`config.mk`:
```
export PLATFORM = sky130hd
export DESIGN_NAME = dsp_muladd_arbiter
export DESIGN_NICKNAME = d
export VERILOG_FILES = /design/src/rtl/dsp_muladd_arbiter.sv
export SDC_FILE = /design/constraint.sdc
export NUM_CORES = 1
export LEC_CHECK = 0
export ABC_AREA = 1
export CORE_ASPECT_RATIO = 1.25
export CORE_MARGIN = 2
export CORE_UTILIZATION = 48
export CTS_CLUSTER_DIAMETER = 30
export DETAILED_ROUTE_END_ITERATION = 16
export GPL_TIMING_DRIVEN = 0
export PLACE_DENSITY = 0.88
export SLEW_MARGIN = 0
export SYNTH_ARGS = -nofsm -noshare
export SYNTH_HDL_FRONTEND = slang
export SYNTH_SLANG_ARGS = --single-unit
```
`constraint.sdc`:
```
create_clock -name clk -period 24.7 [get_ports clk]
set_clock_uncertainty 0.1 [all_clocks]
set_input_delay 3.705 -clock clk [delete_from_list [all_inputs] [get_ports clk]]
set_output_delay 3.705 -clock clk [all_outputs]
set_load 0.01 [all_outputs]
```
`src/rtl/dsp_muladd_arbiter.sv`:
```
// dsp_muladd_arbiter: round-robin sharing of one P = A*B + C core between
// N_REQ requesters, with a tag pipeline that returns each result to its
// owner and a drain handshake for upstream mode switches.

package PARAMS_BN254_d0;
  parameter int K = 16;  // A operand width (<= 27)
  parameter int L = 16;  // B operand width (<= 18)
endpackage

// Pipelined multiply-add core: out_s = a*b + c, LATENCY cycles after the
// operands are presented. Data path only, no reset needed.
module DSP_muladd #(
  parameter int LATENCY = 3
) (
  input  logic        clk,
  input  logic [26:0] a,
  input  logic [17:0] b,
  input  logic [47:0] c,
  output logic [47:0] out_s
);
  logic [LATENCY-1:0][47:0] p;
  logic [47:0]              prod;

  assign prod = {21'd0, a} * {30'd0, b};

  // First stage computes, the rest only delay.
  always_ff @(posedge clk) begin
    p[0] <= prod + c;
    for (int i = 1; i < LATENCY; i++) p[i] <= p[i-1];
  end

  assign out_s = p[LATENCY-1];
endmodule

module dsp_muladd_arbiter
  import PARAMS_BN254_d0::*;
#(
  parameter int N_REQ   = 4,
  parameter int LATENCY = 3,
  parameter int ID_W    = $clog2(N_REQ)
) (
  input  logic                           clk,
  input  logic                           rst_n,
  input  logic [N_REQ-1:0]               req_valid,
  output logic [N_REQ-1:0]               req_ready,
  input  logic [N_REQ*K-1:0]             req_a,
  input  logic [N_REQ*L-1:0]             req_b,
  input  logic [N_REQ*48-1:0]            req_c,
  output logic [N_REQ-1:0]               rsp_valid,
  output logic [ID_W-1:0]                rsp_id,
  output logic [47:0]                    rsp_data,
  input  logic                           drain_req,
  output logic                           drain_done,
  output logic [$clog2(LATENCY+1)-1:0]   inflight
);
  localparam int CW = $clog2(LATENCY+1);

  localparam logic [1:0] S_RUN   = 2'd0;
  localparam logic [1:0] S_DRAIN = 2'd1;
  localparam logic [1:0] S_DONE  = 2'd2;

  logic [1:0]                  state;
  logic [ID_W-1:0]             rr_ptr;
  logic                        fire;
  logic [ID_W-1:0]             gid;
  logic [LATENCY-1:0]          vld_pipe;
  logic [LATENCY-1:0][ID_W-1:0] id_pipe;
  logic [CW-1:0]               cnt;
  logic [26:0]                 dsp_a;
  logic [17:0]                 dsp_b;
  logic [47:0]                 dsp_c;
  logic [47:0]                 dsp_out;
  logic                        last_vld;

  assign last_vld = vld_pipe[LATENCY-1];

  // Round-robin pick starting at rr_ptr; only issues in RUN with no drain pending.
  always_comb begin
    fire      = 1'b0;
    gid       = '0;
    req_ready = '0;
    if (rst_n && state == S_RUN && !drain_req) begin
      for (int k = 0; k < N_REQ; k++) begin
        if (!fire && req_valid[ID_W'((int'(rr_ptr) + k) % N_REQ)]) begin
          fire = 1'b1;
          gid  = ID_W'((int'(rr_ptr) + k) % N_REQ);
        end
      end
    end
    if (fire) req_ready[gid] = 1'b1;
  end

  // Operand mux; zeros when idle so nothing stale reaches the core.
  always_comb begin
    dsp_a = '0;
    dsp_b = '0;
    dsp_c = '0;
    if (fire) begin
      dsp_a = 27'(req_a[gid*K +: K]);
      dsp_b = 18'(req_b[gid*L +: L]);
      dsp_c = req_c[gid*48 +: 48];
    end
  end

  DSP_muladd #(.LATENCY(LATENCY)) u_dsp (
    .clk   (clk),
    .a     (dsp_a),
    .b     (dsp_b),
    .c     (dsp_c),
    .out_s (dsp_out)
  );

  // Pointer moves past the winner so every requester gets a turn.
  always_ff @(posedge clk) begin
    if (!rst_n)    rr_ptr <= '0;
    else if (fire) rr_ptr <= (int'(gid) == N_REQ-1) ? '0 : gid + 1'b1;
  end

  // Tag pipeline mirrors the core latency; no stall, so it always shifts.
  always_ff @(posedge clk) begin
    if (!rst_n) begin
      vld_pipe <= '0;
      id_pipe  <= '0;
    end else begin
      vld_pipe[0] <= fire;
      id_pipe[0]  <= gid;
      for (int i = 1; i < LATENCY; i++) begin
        vld_pipe[i] <= vld_pipe[i-1];
        id_pipe[i]  <= id_pipe[i-1];
      end
    end
  end

  // Issued-but-unreturned count; a simultaneous issue and return cancel.
  always_ff @(posedge clk) begin
    if (!rst_n)                 cnt <= '0;
    else if (fire && !last_vld) cnt <= cnt + 1'b1;
    else if (!fire && last_vld) cnt <= cnt - 1'b1;
  end

  // Drain handshake: block issue, wait for empty, hold done until released.
  always_ff @(posedge clk) begin
    if (!rst_n) state <= S_RUN;
    else begin
      case (state)
        S_RUN:   if (drain_req)  state <= S_DRAIN;
        S_DRAIN: if (cnt == '0)  state <= S_DONE;
        S_DONE:  if (!drain_req) state <= S_RUN;
        default:                 state <= S_RUN;
      endcase
    end
  end

  // Response strobe decoded from the last tag stage; quiet while in reset.
  always_comb begin
    rsp_valid = '0;
    if (rst_n && last_vld) rsp_valid[id_pipe[LATENCY-1]] = 1'b1;
  end

  assign rsp_id     = rst_n ? id_pipe[LATENCY-1] : '0;
  assign rsp_data   = dsp_out;
  assign drain_done = rst_n && (state == S_DONE);
  assign inflight   = cnt;
endmodule
```
# Word level (Yosys, flattened, before mapping)
# Cells that the tools add are included.
# totals
wordCells	99
regBits	159
# op_classes
reduce_logical	21
muxes	42
n_eq_ne	6
n_shift	3
mul	2
order_cmp	8
addsub	7
# op_table
op	count
192-bit by 9-bit variable part select with 48-bit output	1
64-bit by 7-bit variable part select with 16-bit output	2
45-bit by 48-bit adder with 48-bit output	1
48-bit 2-to-1 mux	1
16-bit by 16-bit multiplier with 32-bit output	1
16-bit 2-to-1 mux	2
2-bit 2-to-1 mux	12
1-bit 2-to-1 mux	18
2-bit by 4-bit < comparator with 1-bit output (second input constant)	4
1-bit logical AND	11
1-bit binary-select mux with 2-bit select	4
4-bit 2-to-1 mux	2
2-bit by 1-bit adder with 2-bit output (second input constant)	3
1-bit zero test	6
2-bit by 3-bit < comparator with 1-bit output (second input constant)	2
2-bit inequality test (second input constant)	3
2-bit one-hot mux with 3 select lines	1
2-bit adder (second input constant)	2
1-bit demux with 2-bit select	2
2-bit by 1-bit == test with 1-bit output (second input constant)	2
2-bit by 1-bit greater-or-equal comparator with 1-bit output (second input constant)	2
2-bit zero test	2
2-bit by 2-bit multiplier with 4-bit output (second input constant)	1
3-bit AND reduction	1
other kinds (3)	3

# Logic depth before layout (Yosys ltp)
# logic_depth
depth_word	22
depth_mapped	55
ltp_nobuf	51

# Hierarchy
# From an unflattened synthesis, not the netlist that was laid out.
# unflattened
cells_unflattened	3974
hier_area_um2	26974.6
# by_module_without_submodules
module	cells_each	n_inst	seq_area_each_um2	area_per_inst_um2
DSP_muladd	2956	1	2882.8	22454.0
dsp_muladd_arbiter	1018	1	300.3	4520.6

# Worst setup path after synthesis
# No wires, ideal clock.
# synth_path
kind	input to register
start	in req_valid[3]
end	reg u_dsp.p[46] (netlist bit)
arrival_time_ns	11.545
path_buffers	3
path_stages	48
slack_ns	12.946
cell_sequence	inv_1 -> nand2_1 -> nand3_1 -> nand2_2 -> nor2_4 -> nand3_2 -> nand2_4 -> inv_4 -> nand2_4 -> buf_6 -> buf_6 -> buf_6 -> nor2_1 -> o22ai_2 -> nand2_2 -> inv_2 -> nand2_1 -> fa_1 -> (+12 left out) -> inv_1 -> a21oi_1 -> o21ai_0 -> xor2_1 -> ha_1 -> a21oi_1 -> o21a_1 -> inv_1 -> a21oi_1 -> nor2_1 -> a211oi_1 -> nand2_1 -> nand3_1 -> nand2_1 -> nand3_1 -> nand2_1 -> nand2_1 -> inv_1
# synth_via
elab_chain_cells	21
elab_cells_between_ends	40
classes_between	add/sub (1); mul (2); shift (3); mux (28); reduce/logical (6)
# synth_lines
item	line_no	rtl
start: declaration	44	input logic [N_REQ-1:0] req_valid,
1-bit binary-select mux with 2-bit select	84	if (!fire && req_valid[ID_W'((int'(rr_ptr) + k) % N_REQ)]) begin
1-bit 2-to-1 mux (not written as such) (2 in a row)	84	
1-bit 2-to-1 mux	84	
1-bit 2-to-1 mux	82	if (rst_n && state == S_RUN && !drain_req) begin
1-bit zero test	84	
1-bit logical AND	84	
1-bit 2-to-1 mux	84	
1-bit 2-to-1 mux	82	
(+4 left out)	n/a	
1-bit zero test	84	
1-bit logical AND	84	
2-bit 2-to-1 mux	84	
2-bit 2-to-1 mux	82	
64-bit by 7-bit variable part select with 16-bit output, or another cell as far along	99	dsp_a = 27'(req_a[gid*K +: K]);
16-bit 2-to-1 mux / 192-bit by 9-bit variable part select with 48-bit output (equally long branches)	98, 101	
16-bit by 16-bit multiplier with 32-bit output / 48-bit 2-to-1 mux (equally long branches)	24, 98	
45-bit by 48-bit adder with 48-bit output *	28	p[0] <= prod + c;
end: declaration	21	logic [LATENCY-1:0][47:0] p;
# Mark *: on every way between the ends. The rest lies on a longest branch, timed or not. The select of a mux whose other input is x is not followed.
# A chain may end at the register's enable or synchronous reset.

# Final worst setup path
# layout_path
start	in req_valid[0]
end	reg u_dsp.p[46] (netlist bit)
# Same word-level chain as after synthesis.

==> impl_results.html <==
<table>
<tr><th>Metric</th><th>Value</th></tr>
<tr><th colspan="2">Run status</th></tr>
<tr><td>Status</td><td>complete, no violations</td></tr>
<tr><th colspan="2">Job</th></tr>
<tr><td>Max-cap violations</td><td>0</td></tr>
<tr><th colspan="2">Pwr</th></tr>
<tr><td>Max VDD drop</td><td>0.0000471 V</td></tr>
<tr><td>Total leakage power</td><td>10.8 nW</td></tr>
<tr><td>Ratio of total power to cell area</td><td>51.6 nW/um2</td></tr>
<tr><th colspan="2">Synthesis</th></tr>
<tr><td>Number of synthesized register bits</td><td>159</td></tr>
<tr><td>Leading cell types by total area after synthesis</td><td>fa_1, dfxtp_1, ha_1, nand2_1, inv_1</td></tr>
<tr><td>Cell taking the most area after synthesis</td><td>fa_1</td></tr>
<tr><td>Commonest cells in the synthesized netlist</td><td>nand2_1, inv_1, nor2_1</td></tr>
<tr><td>Library cells used by synthesis</td><td>52</td></tr>
<tr><td>Post-synth top flop</td><td>dfxtp_1</td></tr>
<tr><td>Top cell type's share of synthesized area</td><td>22.4%</td></tr>
<tr><td>Synthesized Nets</td><td>2,951</td></tr>
<tr><td>Fraction of the yosys area taken by sequential cells</td><td>18.2%</td></tr>
<tr><td>Total of warnings raised by yosys</td><td>0</td></tr>
<tr><td>Number of synthesized flops with an enable pin</td><td>0</td></tr>
<tr><td>Leading cell type by number of instances after synthesis</td><td>nand2_1</td></tr>
<tr><td>Async set-reset flop share out of synthesis</td><td>0%</td></tr>
<tr><td>Syn Area/Cell</td><td>7.62 um2</td></tr>
<tr><td>Mapped Area</td><td>17,400 um2</td></tr>
<tr><td>Synth Instances</td><td>2,288</td></tr>
<tr><th colspan="2">STA</th></tr>
<tr><td>F_max</td><td>71.6 MHz</td></tr>
<tr><td>Fraction of the cycle the final worst path needs</td><td>56.6%</td></tr>
<tr><td>Hold violation total from the final report</td><td>0</td></tr>
<tr><td>Final-report setup violation count</td><td>0</td></tr>
<tr><td>Max_slew headroom</td><td>43.6%</td></tr>
<tr><td>Post-layout minimum cycle time</td><td>13.97 ns</td></tr>
<tr><td>Least-Margin Pin Slew</td><td>0.846 ns</td></tr>
<tr><td>Total negative slack</td><td>0 ns</td></tr>
<tr><td>Setup repair after global routing missed its margin</td><td>no</td></tr>
<tr><td>Final slew viol count</td><td>0</td></tr>
<tr><th colspan="2">Cells and area</th></tr>
<tr><td>Register area</td><td>3180 um2</td></tr>
<tr><td>Number of nets in the layout</td><td>3,357</td></tr>
<tr><td>Number of fillers in the final layout</td><td>3,090</td></tr>
<tr><td>Post-Layout Cell Count</td><td>3,185</td></tr>
<tr><td>Area growth from synthesis to layout</td><td>28.7%</td></tr>
<tr><td>Footprint of the multi-input gates</td><td>12,000 um2</td></tr>
<tr><td>Ratio of cells with drive above 1 in the final layout</td><td>7.87%</td></tr>
<tr><td>Antenna cells</td><td>0</td></tr>
<tr><th colspan="2">Worst setup path</th></tr>
<tr><td>Critical path data arrival time</td><td>14.18 ns</td></tr>
<tr><td>Crit. End Element</td><td>flop</td></tr>
<tr><td>Required arrival time at the worst endpoint</td><td>24.91 ns</td></tr>
<tr><td>Reg2Reg Depth</td><td>48</td></tr>
<tr><td>Flop2flop setup slack</td><td>14.02 ns</td></tr>
<tr><td>Family with the most delay on the worst path</td><td>adder cells</td></tr>
<tr><td>Crit Reg-Reg Endpoint</td><td>u_dsp.p[46]</td></tr>
<tr><td>Number of cells on the critical path</td><td>48</td></tr>
<tr><td>CP max FO</td><td>10</td></tr>
<tr><td>Worst setup path end</td><td>u_dsp.p[46]</td></tr>
<tr><td>Longest individual stage delay on the worst path</td><td>0.55 ns</td></tr>
<tr><td>Setup Crit Path Kind</td><td>primary input to flop</td></tr>
<tr><td>Buffering stage count on the worst path with inverters included</td><td>12</td></tr>
<tr><td>R2R Path Start</td><td>rr_ptr[0]</td></tr>
<tr><td>Standard cell with the maximum stage delay on the critical path</td><td>fa_1</td></tr>
<tr><td>Launching instance or port of the critical path</td><td>req_valid[0]</td></tr>
<tr><td>Nature of the critical path startpoint</td><td>primary input</td></tr>
<tr><td>Most frequent cell on the critical path</td><td>nand2_1</td></tr>
<tr><th colspan="2">Clock network</th></tr>
<tr><td>CTS tree</td><td>yes</td></tr>
<tr><td>H-tree lvl count</td><td>4</td></tr>
<tr><td>Skew-Pair Late Insertion Delay</td><td>0.42 ns</td></tr>
<tr><td>Count of hold-fix buffers inserted at cts</td><td>0</td></tr>
<tr><td>CTS-repair resized insts</td><td>0</td></tr>
<tr><td>Num CTS Buffers</td><td>17</td></tr>
<tr><td>Clock transition time at the flip-flop clock pins of the worst setup and hold paths</td><td>0.07 ns</td></tr>
<tr><td>Root buffer selected by CTS</td><td>clkbuf_16</td></tr>
<tr><td>Post-CTS Setup Bufs</td><td>0</td></tr>
<tr><td>Maximum count of clock buffers along a single path</td><td>2</td></tr>
<tr><td>TritonCTS sink count</td><td>159</td></tr>
<tr><th colspan="2">Hold path</th></tr>
<tr><td>Hold-critical path depth</td><td>0</td></tr>
<tr><td>Worst min path class</td><td>flop to flop</td></tr>
<tr><th colspan="2">Floorplanning</th></tr>
<tr><td>Die Span X</td><td>174 um</td></tr>
<tr><td>Row count</td><td>78</td></tr>
<tr><td>Starting utilization of the core area</td><td>48.4%</td></tr>
<tr><td>Number of primary I/O pins</td><td>388</td></tr>
<tr><td>Die ar.</td><td>37,900 um2</td></tr>
<tr><td>Core region area</td><td>36,000 um2</td></tr>
<tr><td>Die Span Y</td><td>217 um</td></tr>
<tr><th colspan="2">Global route</th></tr>
<tr><td>Antenna violations before repair</td><td>0</td></tr>
<tr><td>Global-route wire length before repair</td><td>96,300 um</td></tr>
<tr><td>Vias in the first global route</td><td>18.1k</td></tr>
<tr><td>Pin count of the biggest net entering global routing</td><td>17</td></tr>
<tr><td>Grt total ovfl</td><td>0</td></tr>
<tr><td>Total GRT Usage</td><td>32.8%</td></tr>
<tr><th colspan="2">Placement</th></tr>
<tr><td>IO buf count</td><td>387</td></tr>
<tr><td>Weighted congestion reported at the end of routability-driven placement</td><td>0.993</td></tr>
<tr><td>Cell count after placement</td><td>3,155</td></tr>
<tr><td>HPWL Detailed</td><td>52,200 um</td></tr>
<tr><th colspan="2">Detailed routing</th></tr>
<tr><td>Routed WL per cell</td><td>19.6 um</td></tr>
<tr><td>Total DRC errors in the routed layout</td><td>0</td></tr>
<tr><td>Via density</td><td>5.50</td></tr>
<tr><td>Number of detailed-route iterations in the first pass</td><td>5</td></tr>
<tr><td>First DRT Iteration DRCs</td><td>1,393</td></tr>
<tr><td>Routed Antenna Nets</td><td>0</td></tr>
<tr><td>Vias post-DR</td><td>17.5k</td></tr>
<tr><td>Total wire length after detailed routing</td><td>62,400 um</td></tr>
</table>
where the power goes:
| group | total (mW) | leakage, nW | internal (mW) | switching (mW) |
|---|---|---|---|---|
| logic | 0.580 | 9.24 | 0.244 | 0.336 |
| clock network | 0.238 | 0.248 | 0.129 | 0.109 |
| registers | 0.340 | 1.31 | 0.322 | 0.0183 |
cell usage in the layout, fill, tap and decap left out, types with 4 or more instances in the layout:
master,count
a21oi_1,136
a221oi_1,32
a31oi_1,12
buf_1,4
buf_2,29
buf_4,60
buf_6,10
clkbuf_1,20
clkbuf_16,17
clkdlybuf4s50_1,387
clkinvlp_4,5
dfxtp_1,159
fa_1,195
ha_1,141
inv_1,351
inv_2,30
inv_6,4
nand2_1,460
nand2_2,15
nand3_1,94
nand3b_1,14
nand4_1,14
nor2_1,258
nor2_2,5
nor3_1,7
o21ai_0,99
o21ai_1,4
o22ai_1,9
o22ai_2,20
xnor2_1,21
xor2_1,47
state kept, by name, indices dropped and copies added (netlist names):
register / cells
state: 2
rr_ptr: 2
vld_pipe: 3
id_pipe: 6
inflight: 2
u_dsp.p: 96
u_dsp.out_s: 48
final cells by class:
cell class	count	area share, %
buffer	123	3.56
clock buffer	17	1.89
clock inverter	13	0.485
inverter	384	6.45
multi-input combinational	1622	53.5
sequential	159	14.2
tap	480	2.68
timing repair buffer	387	17.3
stage by stage:
stage	worst slack [ns]	util [%]	hold WS, ns	total power [mW]	area, um2
2_1_floorplan	12.95	-	0.210	0.682	17400
3_3_place_gp	10.62	60.9	0.210	0.900	21900
3_5_place_dp	10.52	60.9	0.212	0.914	21900
4_1_cts	10.91	62.3	0.223	1.15	22500
5_1_grt	10.01	62.3	0.224	1.23	22500
6_report	10.73	62.3	0.219	1.16	22500
layer usage:
layer / GRT usage, % / up-vias / share of wire (%)
met1: 38.9 / 8435 / 38
met2: 57.0 / 911 / 49
met5: 0 / - / 0
li1: - / 7979 / -
met3: 4.73 / 203 / 7.1
met4: 18.9 / 0 / 5.9
cells by family (layout without fill, tap and decap cells):
kind of cell | Yosys count | after routing | share of synthesized area (%)
xor gates and xnor gates | 68 | 68 | 3.41
and+or+nand+nor | 881 | 881 | 20.9
DFF | 159 | 159 | 18.2
buffers and inverters | 507 | 924 | 12.9
adders and majority gates | 336 | 336 | 32.5
AOI/OAI and AO/OA | 337 | 337 | 12.1
worst min-delay path by stage:
stage                     start               to  slack (ns)
CTS                 u_dsp.p[95]  u_dsp.out_s[47]        0.22
global placement    u_dsp.p[56]   u_dsp.out_s[8]        0.21
detailed placement  u_dsp.p[74]  u_dsp.out_s[26]        0.21
floorplan           u_dsp.p[48]   u_dsp.out_s[0]        0.21
finish              u_dsp.p[31]      u_dsp.p[79]        0.22
global route        u_dsp.p[50]   u_dsp.out_s[2]        0.22
worst reg2reg max path: cells and delay by family, from the launching register on:
kind | cells | cell delay [ns]
flip-flops | 1 | 0.32
XOR/XNOR | 1 | 0.19
buffers and inverters | 12 | 1.57
AO/OA/AOI/OAI | 11 | 2.50
AND/OR/NAND/NOR | 16 | 1.93
adder cells (fa/ha/maj) | 8 | 3.93
Note: power is estimated with default switching activity, not from simulation.
